### config.mk
export PLATFORM = sky130hd
export DESIGN_NAME = flex_fifo
export DESIGN_NICKNAME = d
export VERILOG_FILES = /design/src/rtl/flex_fifo.sv
export SDC_FILE = /design/constraint.sdc
export NUM_CORES = 1
export LEC_CHECK = 0
export BUFFER_PORTS_ARGS = -buffer_cell sky130_fd_sc_hd__buf_2
export CORE_AREA = 2 2 61 107
export DETAILED_ROUTE_END_ITERATION = 8
export DIE_AREA = 0 0 63 109
export PLACE_DENSITY = 0.74
export SETUP_SLACK_MARGIN = 0.1
export SLEW_MARGIN = 20
export SYNTH_ARGS = -nofsm -noshare
export SYNTH_HDL_FRONTEND = slang
export SYNTH_SLANG_ARGS = --single-unit
### constraint.sdc
create_clock -name clk -period 5.3 [get_ports clk]
set_input_delay 0.53 -clock clk [delete_from_list [all_inputs] [get_ports clk]]
set_output_delay 0.53 -clock clk [all_outputs]
set_load 0.1 [all_outputs]
### src/rtl/flex_fifo.sv
// Parametrised single-clock FIFO with show-ahead read, occupancy count,
// programmable almost-full/almost-empty thresholds, flush and sticky error flags.
module flex_fifo #(
    parameter int DATA_WIDTH = 8,
    parameter int DEPTH      = 8,
    parameter int AF_THRESH  = DEPTH - 2,
    parameter int AE_THRESH  = 2
) (
    input  logic                    clk,
    input  logic                    n_rst,
    input  logic                    clear,
    input  logic                    w_enable,
    input  logic [DATA_WIDTH-1:0]   w_data,
    input  logic                    r_enable,
    output logic [DATA_WIDTH-1:0]   r_data,
    output logic                    empty,
    output logic                    full,
    output logic                    almost_full,
    output logic                    almost_empty,
    output logic [$clog2(DEPTH):0]  count,
    output logic                    overflow,
    output logic                    underflow
);

    localparam int PTR_W = $clog2(DEPTH);
    localparam int CNT_W = PTR_W + 1;

    localparam logic [CNT_W-1:0] CNT_DEPTH = CNT_W'(DEPTH);
    localparam logic [CNT_W-1:0] CNT_AF    = CNT_W'(AF_THRESH);
    localparam logic [CNT_W-1:0] CNT_AE    = CNT_W'(AE_THRESH);
    localparam logic [CNT_W-1:0] CNT_ONE   = CNT_W'(1);
    localparam logic [PTR_W-1:0] PTR_ONE   = PTR_W'(1);

    logic [DATA_WIDTH-1:0] mem [DEPTH];
    logic [PTR_W-1:0]      wptr;
    logic [PTR_W-1:0]      rptr;
    logic [CNT_W-1:0]      count_next;
    logic                  wr_acc;
    logic                  rd_acc;

    // A pending read frees a slot this cycle, so a full FIFO may still accept a write.
    assign wr_acc = w_enable && (!full || r_enable) && !clear;
    assign rd_acc = r_enable && !empty && !clear;

    always_comb begin
        count_next = count;
        case ({wr_acc, rd_acc})
            2'b10:   count_next = count + CNT_ONE;
            2'b01:   count_next = count - CNT_ONE;
            default: count_next = count;
        endcase
    end

    always_ff @(posedge clk or negedge n_rst) begin
        if (!n_rst) begin
            wptr      <= '0;
            rptr      <= '0;
            count     <= '0;
            overflow  <= 1'b0;
            underflow <= 1'b0;
        end else if (clear) begin
            wptr      <= '0;
            rptr      <= '0;
            count     <= '0;
            overflow  <= 1'b0;
            underflow <= 1'b0;
        end else begin
            if (wr_acc) begin
                wptr <= wptr + PTR_ONE;
            end
            if (rd_acc) begin
                rptr <= rptr + PTR_ONE;
            end
            count <= count_next;
            // Error flags stick until a flush or reset.
            if (w_enable && full && !r_enable) begin
                overflow <= 1'b1;
            end
            if (r_enable && empty) begin
                underflow <= 1'b1;
            end
        end
    end

    // Storage is left unreset; an empty FIFO never exposes stale entries.
    always_ff @(posedge clk) begin
        if (wr_acc) begin
            mem[wptr] <= w_data;
        end
    end

    assign empty        = (count == '0);
    assign full         = (count == CNT_DEPTH);
    assign almost_full  = (count >= CNT_AF);
    assign almost_empty = (count <= CNT_AE);
    assign r_data       = empty ? '0 : mem[rptr];

endmodule

-- Word-level counts from Yosys, hierarchy flattened
Memories as Yosys holds them, arrays and structs flattened.
Index checks and enable logic that the tools add are counted.
- memories kept: 1
- memory bits (writable): 64
- output and inout port bits: 18
- register bits after elaboration: 12
- reduce and logical (&&, ||, !) cells: 18
- mux-type cells: 13
- equality and inequality tests: 3
- add/subtract/negate cells: 4
- magnitude comparators: 2
- memory list (name ; words ; bits a word ; rd ports ; clocked after memory_dff ; write ports ; line ; RTL):
    mem ; 8 ; 8 ; 1 ; 0 ; 1 ; 34 ; logic [DATA_WIDTH-1:0] mem [DEPTH];
- operators with widths (kind ; number):
    two-way mux 3 bit ; 4
    two-way mux 8 bit ; 1
    one-hot mux 4 bit (2 select lines) ; 1
    nonzero test 2 bit ; 4
    logical AND 1 bit ; 7
    adder 3 x 1 -> 3 bit, second input constant ; 2
    two-way mux 1 bit ; 6
    adder 4 x 1 -> 4 bit, second input constant ; 1
    == test 4 bit, second input constant ; 1
    >= comparator 4 x 3 -> 1 bit, second input constant ; 1
    <= comparator 4 x 2 -> 1 bit, second input constant ; 1
    zero test 1 bit ; 4
    zero test 4 bit ; 1
    two-way mux 4 bit ; 1
    subtractor 4 x 1 -> 4 bit, second input constant ; 1
    nonzero test 3 bit ; 1
    == test 2 x 1 -> 1 bit, second input constant ; 1
    == test 2 bit, second input constant ; 1
    logical OR 1 bit ; 1

-- Logic depth before layout (Yosys ltp)
Gate-level depths: netlist of run 1.
- depth after elaboration: 8
- depth in mapped cells: 10
- gate-level depth less buffers: 8

-- Worst setup path after synthesis of run 1
OpenSTA, ideal clock, no wires.
- path type: reg2out
- start: reg count[1]
- end: out almost_empty
- data required time: 4.770 ns
- arrival time: 3.213 ns
- stages on the path, launching flop included: 3
- path slack: 1.557 ns
- cells stage by stage: dfrtp_1 > buf_6 > a211oi_1
- longest elaborated chain between the ends: 1
- ends and longest elaborated chain (element ; line ; RTL):
    start: declaration ; 20 ; output logic [$clog2(DEPTH):0] count,
    start signal: assignment ; 74 ; count <= count_next;
    <= comparator 4 x 2 -> 1 bit ; 95 ; assign almost_empty = (count <= CNT_AE);
    end: declaration ; 19 ; output logic almost_empty,
Every way passes these cells.

-- Worst setup path in the final report of run 1
- start: reg count[1]
- end: out empty
- longest elaborated chain between the ends: 1
- ends and longest elaborated chain (element ; line ; RTL):
    zero test 4 bit ; 92 ; assign empty = (count == '0);
    end: declaration ; 16 ; output logic empty,
Every way passes these cells.

==> metrics.md, run 1 <==
| Metric | Value |
|---|---|
| Post-DP HPWL | `3.99 mm` |
| Post-synth EDFFs | `64` |
| Placer congestion estimate | `0.798` |
| Top post-synthesis cells by area | `edfxtp_1, mux4_2, dfrtp_1` |
| Share of cells above drive strength 1 | `28.2%` |
| Tcrit/Tclk final | `57.2%` |
| Sum of negative setup slack | `0 ps` |
| RSZ-0062 raised after global routing | `no` |
| Synthesized area | `~3300 µm²` |
| Min Clock Period, post-route | `3030 ps` |
| Synth top cells by count | `edfxtp_1, nor2_1, mux4_2` |
| Die width | `63 µm` |
| Total GRT Usage | `19.1%` |
| Seq pwr share | `39.4%` |
| Row Count | `38` |
| Final net count | `250` |
| Core Region | `6040 µm²` |
| Max Slew Vio Count | `0` |
| First-pass GRT wire length | `9.34 mm` |
| Async SR Flop Fraction | `15.8%` |
| DRT Wirelength | `5.91 mm` |
| Area of the multi-input gates | `1020 µm²` |
| First-pass iteration count of the detailed router | `4` |
| Combinational group share of total power | `a little over two fifths` |
| Count leader, synth | `edfxtp_1` |
| Actual slew at the worst max-slew pin | `921 ps` |
| Final Hold Fails | `0` |
| Clock sinks | `76` |
| Average wire per standard cell | `about 19 µm` |
| Cell Pwr Density | `517 nW/µm²` |
| Setup repair bufs after CTS | `0` |
| Largest net degree at the start of global routing | `23` |
| Worst min path class | `in2async` |
| Area of the die | `about 7000 µm²` |
| Data arrival time of the worst path | `2500 ps` |
| Outcome | `finished, final reports clean` |
| CP Class | `reg2out` |
| Worst-Skew Late Latency | `340 ps` |
| Layout Area Growth over Synthesis | `12.4%` |
| Post-CTS Hold Buffers | `0` |
| Initial antenna violation count | `0` |
| Final Skew | `5.64 ps` |
| Top cell type's share of synthesized area | `58.6%` |
| Sequential share of the synthesized area | `67.7%` |
| Setup crit end kind | `output port` |
| Worst EP required | `4770 ps` |
| Vias/cell | `5.82` |
| Number of diodes | `0` |
| Worst Reg-to-Reg Cells | `8` |
| F_max | `roughly 330 MHz` |
| Critical path launch point type | `flop` |
| Clock Tree Buf Depth | `2` |
| Yosys reg bits | `76` |
| Chip height | `109 µm` |
| Synth Net Count | `between 200 and 250` |
| Psw | `0.872 mW` |
| Clock root buffer | `clkbuf_8` |
| CP max FO | `11` |
| Finish-stage setup viols | `0` |
| YS warnings | `0` |
| Post-route DRC | `0` |
| Post_cts resized | `0` |
| # port buffers | `30` |
| Switching share of power | `45.7%` |
| H-tree levels | `3` |
| Vias in the first global route | `roughly 1,800` |
| Cts bufs inserted | `9` |
| Leakage | `1.33 nW` |
| CTS tree | `done` |
| Prevailing post-synth register cell | `edfxtp_1` |
| Vias | `1,852` |
| Post-route insts no fill | `318` |
| Total gr overflow | `0` |
| DRT antenna net count | `0` |
| Max VDD drop | `278 µV` |
| FF+latch area | `~2200 µm²` |
| Placed insts | `302` |
| Relative slew slack | `38.4%` |
| Initial Util | `54.3%` |
| Num ports | `31` |
| Pint | `between 1 and 1.5 mW` |
| Max Cap Viol | `0` |
| Clk pwr share | `18.2%` |
| Drt initial violations | `56` |
| Synth Instances | `200` |
| CTS clk-pin slew, worst paths | `about 70 ps` |
| Largest area contributor in the netlist | `edfxtp_1` |
| Avg Inst Size Synth | `16.4 µm²` |
| Cell variety after synth | `37` |
| Fill count | `483` |
==> final timing paths <==
check                           from         to  slack (ps)
max                         count[1]      empty        2270
min                            n_rst   overflow          70
max reg2reg                 count[1]   count[3]        2560
min reg2reg                underflow  underflow         500
max in group asynchronous      n_rst    rptr[0]        4980
min in group clk           w_data[6]  mem[2][6]         460
==> flip-flops by register name, indices dropped and copies added, names as in the netlist <==
register / count
underflow: 1
count: 4
overflow: 1
rptr: 3
mem: 64
wptr: 3
==> worst max-delay path, stage by stage, from the launching register on <==
cell and delay [ps]:
dfrtp_1 500, or4_1 700, inv_1 450, buf_2 520
==> per-layer routing <==
| metal | routed length [µm] | part of all wire [%] | global-route usage, % |
|---|---|---|---|
| met1 | 2200 | 37 | 20.5 |
| met2 | 3350 | 57 | 35.0 |
| met3 | 261 | 4.4 | 4.33 |
| met4 | 94 | 1.6 | 9.21 |
| met5 | 0 | 0 | 0 |
==> placed cells by master (no fill, tap or decap), types with 4 or more instances in the layout <==
master	synthesis	routed
clkbuf_1	3	6
xnor2_1	4	4
nor2_1	20	20
mux4_2	16	16
nand2_1	7	7
dfrtp_1	12	11
a21oi_1	6	6
inv_1	6	6
buf_2	4	30
ha_1	4	4
edfxtp_1	64	64
clkbuf_8	0	9
mux2i_1	10	10
==> power by group through the flow <==
stage	Combinational [mW]	Sequential [mW]	Clock (mW)
after floorplan	0.659	0.795	0
after global placement	0.807	0.764	0
after detailed placement	0.815	0.766	0
after CTS	0.815	0.753	0.355
after global routing	0.844	0.761	0.379
final	0.808	0.751	0.347
==> layout make-up <==
class	count	share of cell area [%]
Tap cell	80	2.71
Clock inverter	1	0.102
Inverter	6	0.611
Multi-Input combinational cell	107	27.6
Timing Repair Buffer	33	4.68
Clock buffer	15	3.97
Sequential cell	76	60.3
==> cell families (layout without fill, tap and decap cells) <==
group | Yosys count | in the layout | share of synthesized area (%)
xor gates and xnor gates | 6 | 6 | 1.60
adders and majority gates | 4 | 4 | 1.53
AOI/OAI and AO/OA | 21 | 21 | 4.84
buffers and inverters | 17 | 55 | 2.33
DFF | 76 | 76 | 67.7
and+or+nand+nor | 49 | 49 | 7.48
muxes | 27 | 27 | 14.5
==> through the flow <==
| stage | util [%] | setup WS (ps) | total power [mW] | hold slack (ps) | cell area [µm²] |
|---|---|---|---|---|---|
| global placement | 58.3 | 2520 | 1.57 | 436 | 3520 |
| finish | 61.1 | 2270 | 1.91 | 73.3 | 3690 |
| floorplan | - | 1560 | 1.45 | 234 | 3280 |
| global route | 61.1 | 2180 | 1.98 | 82.3 | 3690 |
| detailed placement | 58.4 | 2520 | 1.58 | 434 | 3530 |
| CTS | 60.9 | 2160 | 1.92 | 64.5 | 3680 |
(Power assumes the default switching activity.)
==> inputs of run 2 (changes only) <==
Clock period 5.3 ns to 3 ns, I/O delays scaled along.
==> run 2 against run 1 <==
  * Critical path depth increased by 1
  * Final cell count increased by 1.9%
  * Flip-flop and latch count unchanged
  * Core utilization increased by 2.6 points
  * Clock skew increased by 5.5 ps
  * Hold slack improved by 140 ps
  * Largest power group unchanged
  * Highest routed layer unchanged
==> metrics.md, run 2 (synthesized netlist as in run 1, its figures left out) <==
| Metric | Value |
|---|---|
| Min Clock Period, post-route | `roughly 2700 ps` |
| Fin util | `63.7% (+2.6 points)` |
| Tcrit/Tclk final | `89.0%` |
| Clock root buffer | `clkbuf_8` |
| Slowest CP cell | `or4_1` |
| Vias in the first global route | `1,986 (+8.1%)` |
| Finish-stage setup viols | `0 (unchanged)` |
| Placer congestion estimate | `0.801 (+0.31%)` |
| First-pass iteration count of the detailed router | `4 (unchanged)` |
| Fill count | `440 (-8.9%)` |
| Most common cell after layout, fill and taps aside | `edfxtp_1` |
| Cts bufs inserted | `9 (unchanged)` |
| Area of the multi-input gates | `1030 µm² (+1.5%)` |
| Psw | `1.60 mW (+83%)` |
| CP max FO | `11 (unchanged)` |
| Core Region | `6040 µm² (unchanged)` |
| Die width | `63 µm (unchanged)` |
| CTS tree | `done` |
| Row Count | `38 (unchanged)` |
| Clk pwr share | `24.7% (+6.5 points)` |
| Relative slew slack | `48.6% (+10 points)` |
| Num ports | `31 (unchanged)` |
| Vias/cell | `5.67 (-2.6%)` |
| Max Slew Vio Count | `0 (unchanged)` |
| DRT Wirelength | `6.23 mm (+5.5%)` |
| Critical path launch point type | `flop` |
| Hold WS | `213 ps (+140 ps)` |
| Share of cells above drive strength 1 | `34.4% (+6.3 points)` |
| Max stage delay on crit path | `560 ps (-140 ps)` |
| Sum of negative setup slack | `0 ps (unchanged)` |
| Number of buffers and inverters on the critical path | `3 (+1)` |
| Placed insts | `307 (+1.7%)` |
| Max Cap Viol | `0 (unchanged)` |
| Seq pwr share | `34.5% (-4.9 points)` |
| Clock sinks | `76 (unchanged)` |
| Data arrival time of the worst path | `2370 ps (-130 ps)` |
| FF+latch area | `2230 µm² (+0.17%)` |
| First-pass GRT wire length | `10.0 mm (+7.5%)` |
| Post-DP HPWL | `4.23 mm (+6.1%)` |
| Worst-Skew Late Latency | `340 ps (about the same)` |
| Layout Area Growth over Synthesis | `17.2%` |
| Drt initial violations | `69 (+23%)` |
| Area of the die | `6870 µm² (unchanged)` |
| Total GRT Usage | `20.2% (+1.2 points)` |
| Outcome | `finished, final reports clean` |
| H-tree levels | `3 (unchanged)` |
| R2r startpoint | `count[2]` |
| Total gr overflow | `0 (unchanged)` |
| Chip height | `109 µm (unchanged)` |
| Leakage | `1.40 nW (+5.8%)` |
| Actual slew at the worst max-slew pin | `771 ps (-151 ps)` |
| Total chip power | `3.71 mW (+95%)` |
| Regs by FF count | `mem: 64 flops, count: 4 flops` |
| Setup crit end kind | `output port` |
| # port buffers | `30 (unchanged)` |
| CTS clk-pin slew, worst paths | `80 ps (about the same)` |
| Cell Chain, Critical Path | `or4_1 -> buf_4 -> inv_1 -> buf_2` |
| Final net count | `256 (+2.4%)` |
| DRT antenna net count | `0 (unchanged)` |
| Number of diodes | `0 (unchanged)` |
| Max FFs per register | `64 (unchanged)` |
| Worst EP required | `2700 ps (-2070 ps)` |
| RSZ-0062 raised after global routing | `no` |
| Cell Pwr Density | `966 nW/µm² (+87%)` |
| Pint | `2.11 mW (+100%)` |
| Post-route DRC | `0 (unchanged)` |
| Crit path max-delay family | `buffers and inverters` |
| Worst min path class | `in2reg` |
| Max VDD drop | `626 µV (+130%)` |
| Largest net degree at the start of global routing | `18 (-22%)` |
| Combinational group share of total power | `40.8% (-1.6 points)` |
| CP Class | `reg2out` |
| Switching share of power | `43.1% (-2.7 points)` |
| Setup repair bufs after CTS | `0 (unchanged)` |
| Vias | `1,837 (-0.81%)` |
| Most frequent cells in the layout | `edfxtp_1, buf_2, nor2_1` |
| Final Hold Fails | `0 (unchanged)` |
| Reg with most FFs | `mem` |
| F_max | `375 MHz` |
| CP startpoint | `count[2]` |
| Final Skew | `11.2 ps (+5.54 ps)` |
| Hold path startpoint | `w_data[6]` |
| Average wire per standard cell | `19.2 µm (+3.5%)` |
| Initial Util | `54.3% (unchanged)` |
| Post-route insts no fill | `324 (+1.9%)` |
| Initial antenna violation count | `0 (unchanged)` |
| Clock Tree Buf Depth | `2 (unchanged)` |
-- run 2: cell count changes in the layout (fill, tap and decap cells not counted), moves of 2 or more --
cell	before	now
buf_4	3	8
clkbuf_1	6	1
bufinv_16	0	3
dfrtp_1	11	8
dfrtp_2	1	4
nor3_1	2	0
nor3_2	0	2
-- run 2: what timing repair did --
action | CTS | global route
setup endpoints to repair | 0 | 0
hold buffers | 1 | 0
endpoints found under the hold margin | 12 | 0
gates resized for setup | 0 | 0
-- run 2: stage by stage --
step | setup slack [ps] | cell area, µm²
final | 330 | 3840
after global routing | 210 | 3840
after CTS | 303 | 3830
after detailed placement | 490 | 3580
after global placement | 648 | 3580
after floorplan | -149 | 3310
-- run 2: power groups by stage --
stage               sequential, mW  clock (mW)  combinational [mW]
floorplan                     1.41           0                1.17
global placement              1.30           0                1.51
detailed placement            1.30           0                1.52
CTS                           1.28       0.927                1.53
global route                  1.29       0.971                1.60
finish                        1.28       0.918                1.51
-- run 2: cell type report --
cell class	count	share of cell area, %
sequential	76	57.9
multi-input combinational	107	26.9
timing repair buffer	39	5.73
clock buffer	10	3.32
clock inverter	6	2.93
tap	80	2.60
inverter	6	0.586
-- run 2: final timing paths --
check | slack, ps | endpoint | cells past startpoint
setup reg to reg | 460 | count[3] | 8
setup / recovery | 330 | empty | 4
hold reg to reg | 520 | overflow | 2
max in group asynchronous | 2360 | count[1] | 2
hold / removal | 210 | mem[2][6] | 1
min in group asynchronous | 380 | rptr[1] | 2
-- run 2: layer usage --
layer  global-route usage (%)  up-vias  wire length, µm
met5                        0        -                0
met2                     37.1       50             3490
met4                     10.0        0              172
met1                     22.0      920             2380
met3                     4.23       16              190
li1                         -      851                -
-- run 2: worst register-to-register path: stages, from the launching register on --
cell and delay (ps):
dfrtp_2 470, or4_1 560, nand2_1 150, inv_1 60, ha_1 350, a31oi_1 250
o21ai_0 170, mux2i_1 150, a311oi_1 280
==> inputs of run 3 (changes only) <==
Settings changed: CTS_BUF_LIST from default to sky130_fd_sc_hd__clkbuf_4 sky130_fd_sc_hd__clkbuf_8 sky130_fd_sc_hd__clkbuf_16.
==> run 3 against run 2 <==
  * Final area is essentially flat
  * Clock power is 1% higher
  * Wire length is the same
  * Hold slack is essentially flat
  * Global-route usage is essentially flat
  * Final cell count did not move
  * Clock-buffer cell count stayed put
  * Sequential power barely moved
  * Sequential share of layout area shrank 0.056 points
  * Die area is the same
  * Combinational power hardly changed
  * Critical endpoint unchanged
==> metrics.md, run 3 (synthesized netlist as in run 1, its figures left out) <==
| Metric | Value |
|---|---|
| Outcome | `finished, final reports clean` |
| CTS clk-pin slew, worst paths | `80 ps (about the same)` |
| Clock root buffer | `clkbuf_8` |
| Clock sinks | `76 (unchanged)` |
| Post-route DRC | `0 (unchanged)` |
| Slowest CP cell | `or4_1` |
| Average wire per standard cell | `19.2 µm (unchanged)` |
| First-pass GRT wire length | `10.0 mm (about the same)` |
| Post_cts resized | `0 (unchanged)` |
| H-tree levels | `3 (unchanged)` |
| First-pass iteration count of the detailed router | `4 (unchanged)` |
| Die width | `63 µm (unchanged)` |
| Max Cap Viol | `0 (unchanged)` |
| Post-DP HPWL | `4.23 mm (unchanged)` |
| Post-CTS Hold Buffers | `1 (unchanged)` |
| Relative slew slack | `48.7% (about the same)` |
| F_max | `374 MHz (about the same)` |
| Chip height | `109 µm (unchanged)` |
| Min Clock Period, post-route | `2670 ps (+2.35 ps)` |
| Share of cells above drive strength 1 | `34.8% (+0.41 points)` |
| Area of the multi-input gates | `1030 µm² (unchanged)` |
| Core Region | `6040 µm² (unchanged)` |
| Row Count | `38 (unchanged)` |
| Cell Chain, Critical Path | `or4_1 -> buf_4 -> inv_1 -> buf_2` |
| Initial antenna violation count | `0 (unchanged)` |
| Worst EP required | `2700 ps (about the same)` |
| Placer congestion estimate | `0.801 (unchanged)` |
| Final net count | `256 (unchanged)` |
| Cell Pwr Density | `967 nW/µm² (+0.15%)` |
| Tcrit/Tclk final | `89.1% (about the same)` |
| Vias/cell | `5.68 (+0.11%)` |
| Finish-stage setup viols | `0 (unchanged)` |
| Max FFs per register | `64 (unchanged)` |
| Max stage delay on crit path | `560 ps (about the same)` |
| Most common cell after layout, fill and taps aside | `edfxtp_1` |
| CP max FO | `11 (unchanged)` |
| Most frequent cells in the layout | `edfxtp_1, buf_2, nor2_1` |
| DRT antenna net count | `0 (unchanged)` |
| Regs by FF count | `mem: 64 flops, count: 4 flops` |
| Leakage | `1.41 nW (+0.24%)` |
| Fill count | `440 (unchanged)` |
| CTS tree | `done` |
| Num ports | `31 (unchanged)` |
| Total GRT Usage | `20.3% (+0.023 points)` |
| Worst min path class | `in2reg` |
| Total gr overflow | `0 (unchanged)` |
| Final Skew | `11.2 ps (+0.0266 ps)` |
| Critical path launch point type | `flop` |
| Data arrival time of the worst path | `2370 ps (about the same)` |
| Reg with most FFs | `mem` |
| Setup repair bufs after CTS | `0 (unchanged)` |
| RSZ-0062 raised after global routing | `no` |
| Total chip power | `3.72 mW (+0.25%)` |
| # port buffers | `30 (unchanged)` |
| Max Slew Vio Count | `0 (unchanged)` |
| Setup crit end kind | `output port` |
| Number of buffers and inverters on the critical path | `3 (unchanged)` |
| Vias | `1,839 (+0.11%)` |
| Area of the die | `6870 µm² (unchanged)` |
| Vias in the first global route | `1,987 (+0.050%)` |
| Final Hold Fails | `0 (unchanged)` |
| Max VDD drop | `626 µV (about the same)` |
| Largest net degree at the start of global routing | `18 (unchanged)` |
| DRT Wirelength | `6.23 mm (unchanged)` |
| FF+latch area | `2230 µm² (unchanged)` |
| Worst-Skew Late Latency | `340 ps (about the same)` |
| Layout Area Growth over Synthesis | `17.3% (about the same)` |
| Initial Util | `54.3% (unchanged)` |
| Crit path max-delay family | `buffers and inverters` |
| Drt initial violations | `71 (+2.9%)` |
| Clock Tree Buf Depth | `2 (unchanged)` |
| Cts bufs inserted | `9 (unchanged)` |
| Hold WS | `213 ps (-0.0290 ps)` |
| Actual slew at the worst max-slew pin | `770 ps (-0.611 ps)` |
| Number of diodes | `0 (unchanged)` |
| CP Class | `reg2out` |
## run 3: changes by cell type in the layout (fill, tap and decap cells not counted)
cell      previous run  this run
clkbuf_1             1         0
clkbuf_4             0         1
## run 3: final timing paths
check                               start   endpoint  slack (ps)  cells after the start
worst min-delay path            w_data[6]  mem[2][6]         210                      1
max in group asynchronous           n_rst   count[1]        2360                      2
worst min register to register   overflow   overflow         520                      2
worst max-delay path             count[2]      empty         330                      4
min in group asynchronous           n_rst    rptr[1]         380                      2
worst max register to register   count[2]   count[3]         460                      8
## run 3: report_power, final
group          switching, mW  internal [mW]
combinational           1.15          0.361
clock                  0.362          0.565
sequential            0.0838           1.20
## run 3: area by class of cell
type | count | share of cell area [%]
clock buffers | 10 | 3.41
clock inverters | 6 | 2.93
inverters | 6 | 0.585
multi-input cells | 107 | 26.9
flip-flops and latches | 76 | 57.9
well taps | 80 | 2.60
repair buffers | 39 | 5.72
## run 3: metal layers
metal,wire (µm),global-route usage [%]
met5,0,0
met4,172,10.0
met3,190,4.23
met1,2380,22.1
met2,3480,37.1
## run 3: metrics by stage
| step | utilization, % | cells | setup TNS, ps | instance area [µm²] | worst slack [ps] |
|---|---|---|---|---|---|
| after global placement | 59.2 | 307 | 0 | 3580 | 648 |
| after global routing | 63.7 | 324 | 0 | 3850 | 210 |
| after CTS | 63.4 | 324 | 0 | 3830 | 303 |
| after floorplan | - | 200 | -1190 | 3310 | -149 |
| final | 63.7 | 324 | 0 | 3850 | 328 |
| after detailed placement | 59.2 | 307 | 0 | 3580 | 490 |
## run 3: worst register-to-register path: cells and delay by family (launching register included)
kind | cells | cell delay [ps]
compound gates | 3 | 700
fa+ha+maj | 1 | 350
buf+inv | 1 | 60
flops | 1 | 470
mux | 1 | 150
simple gates | 2 | 710
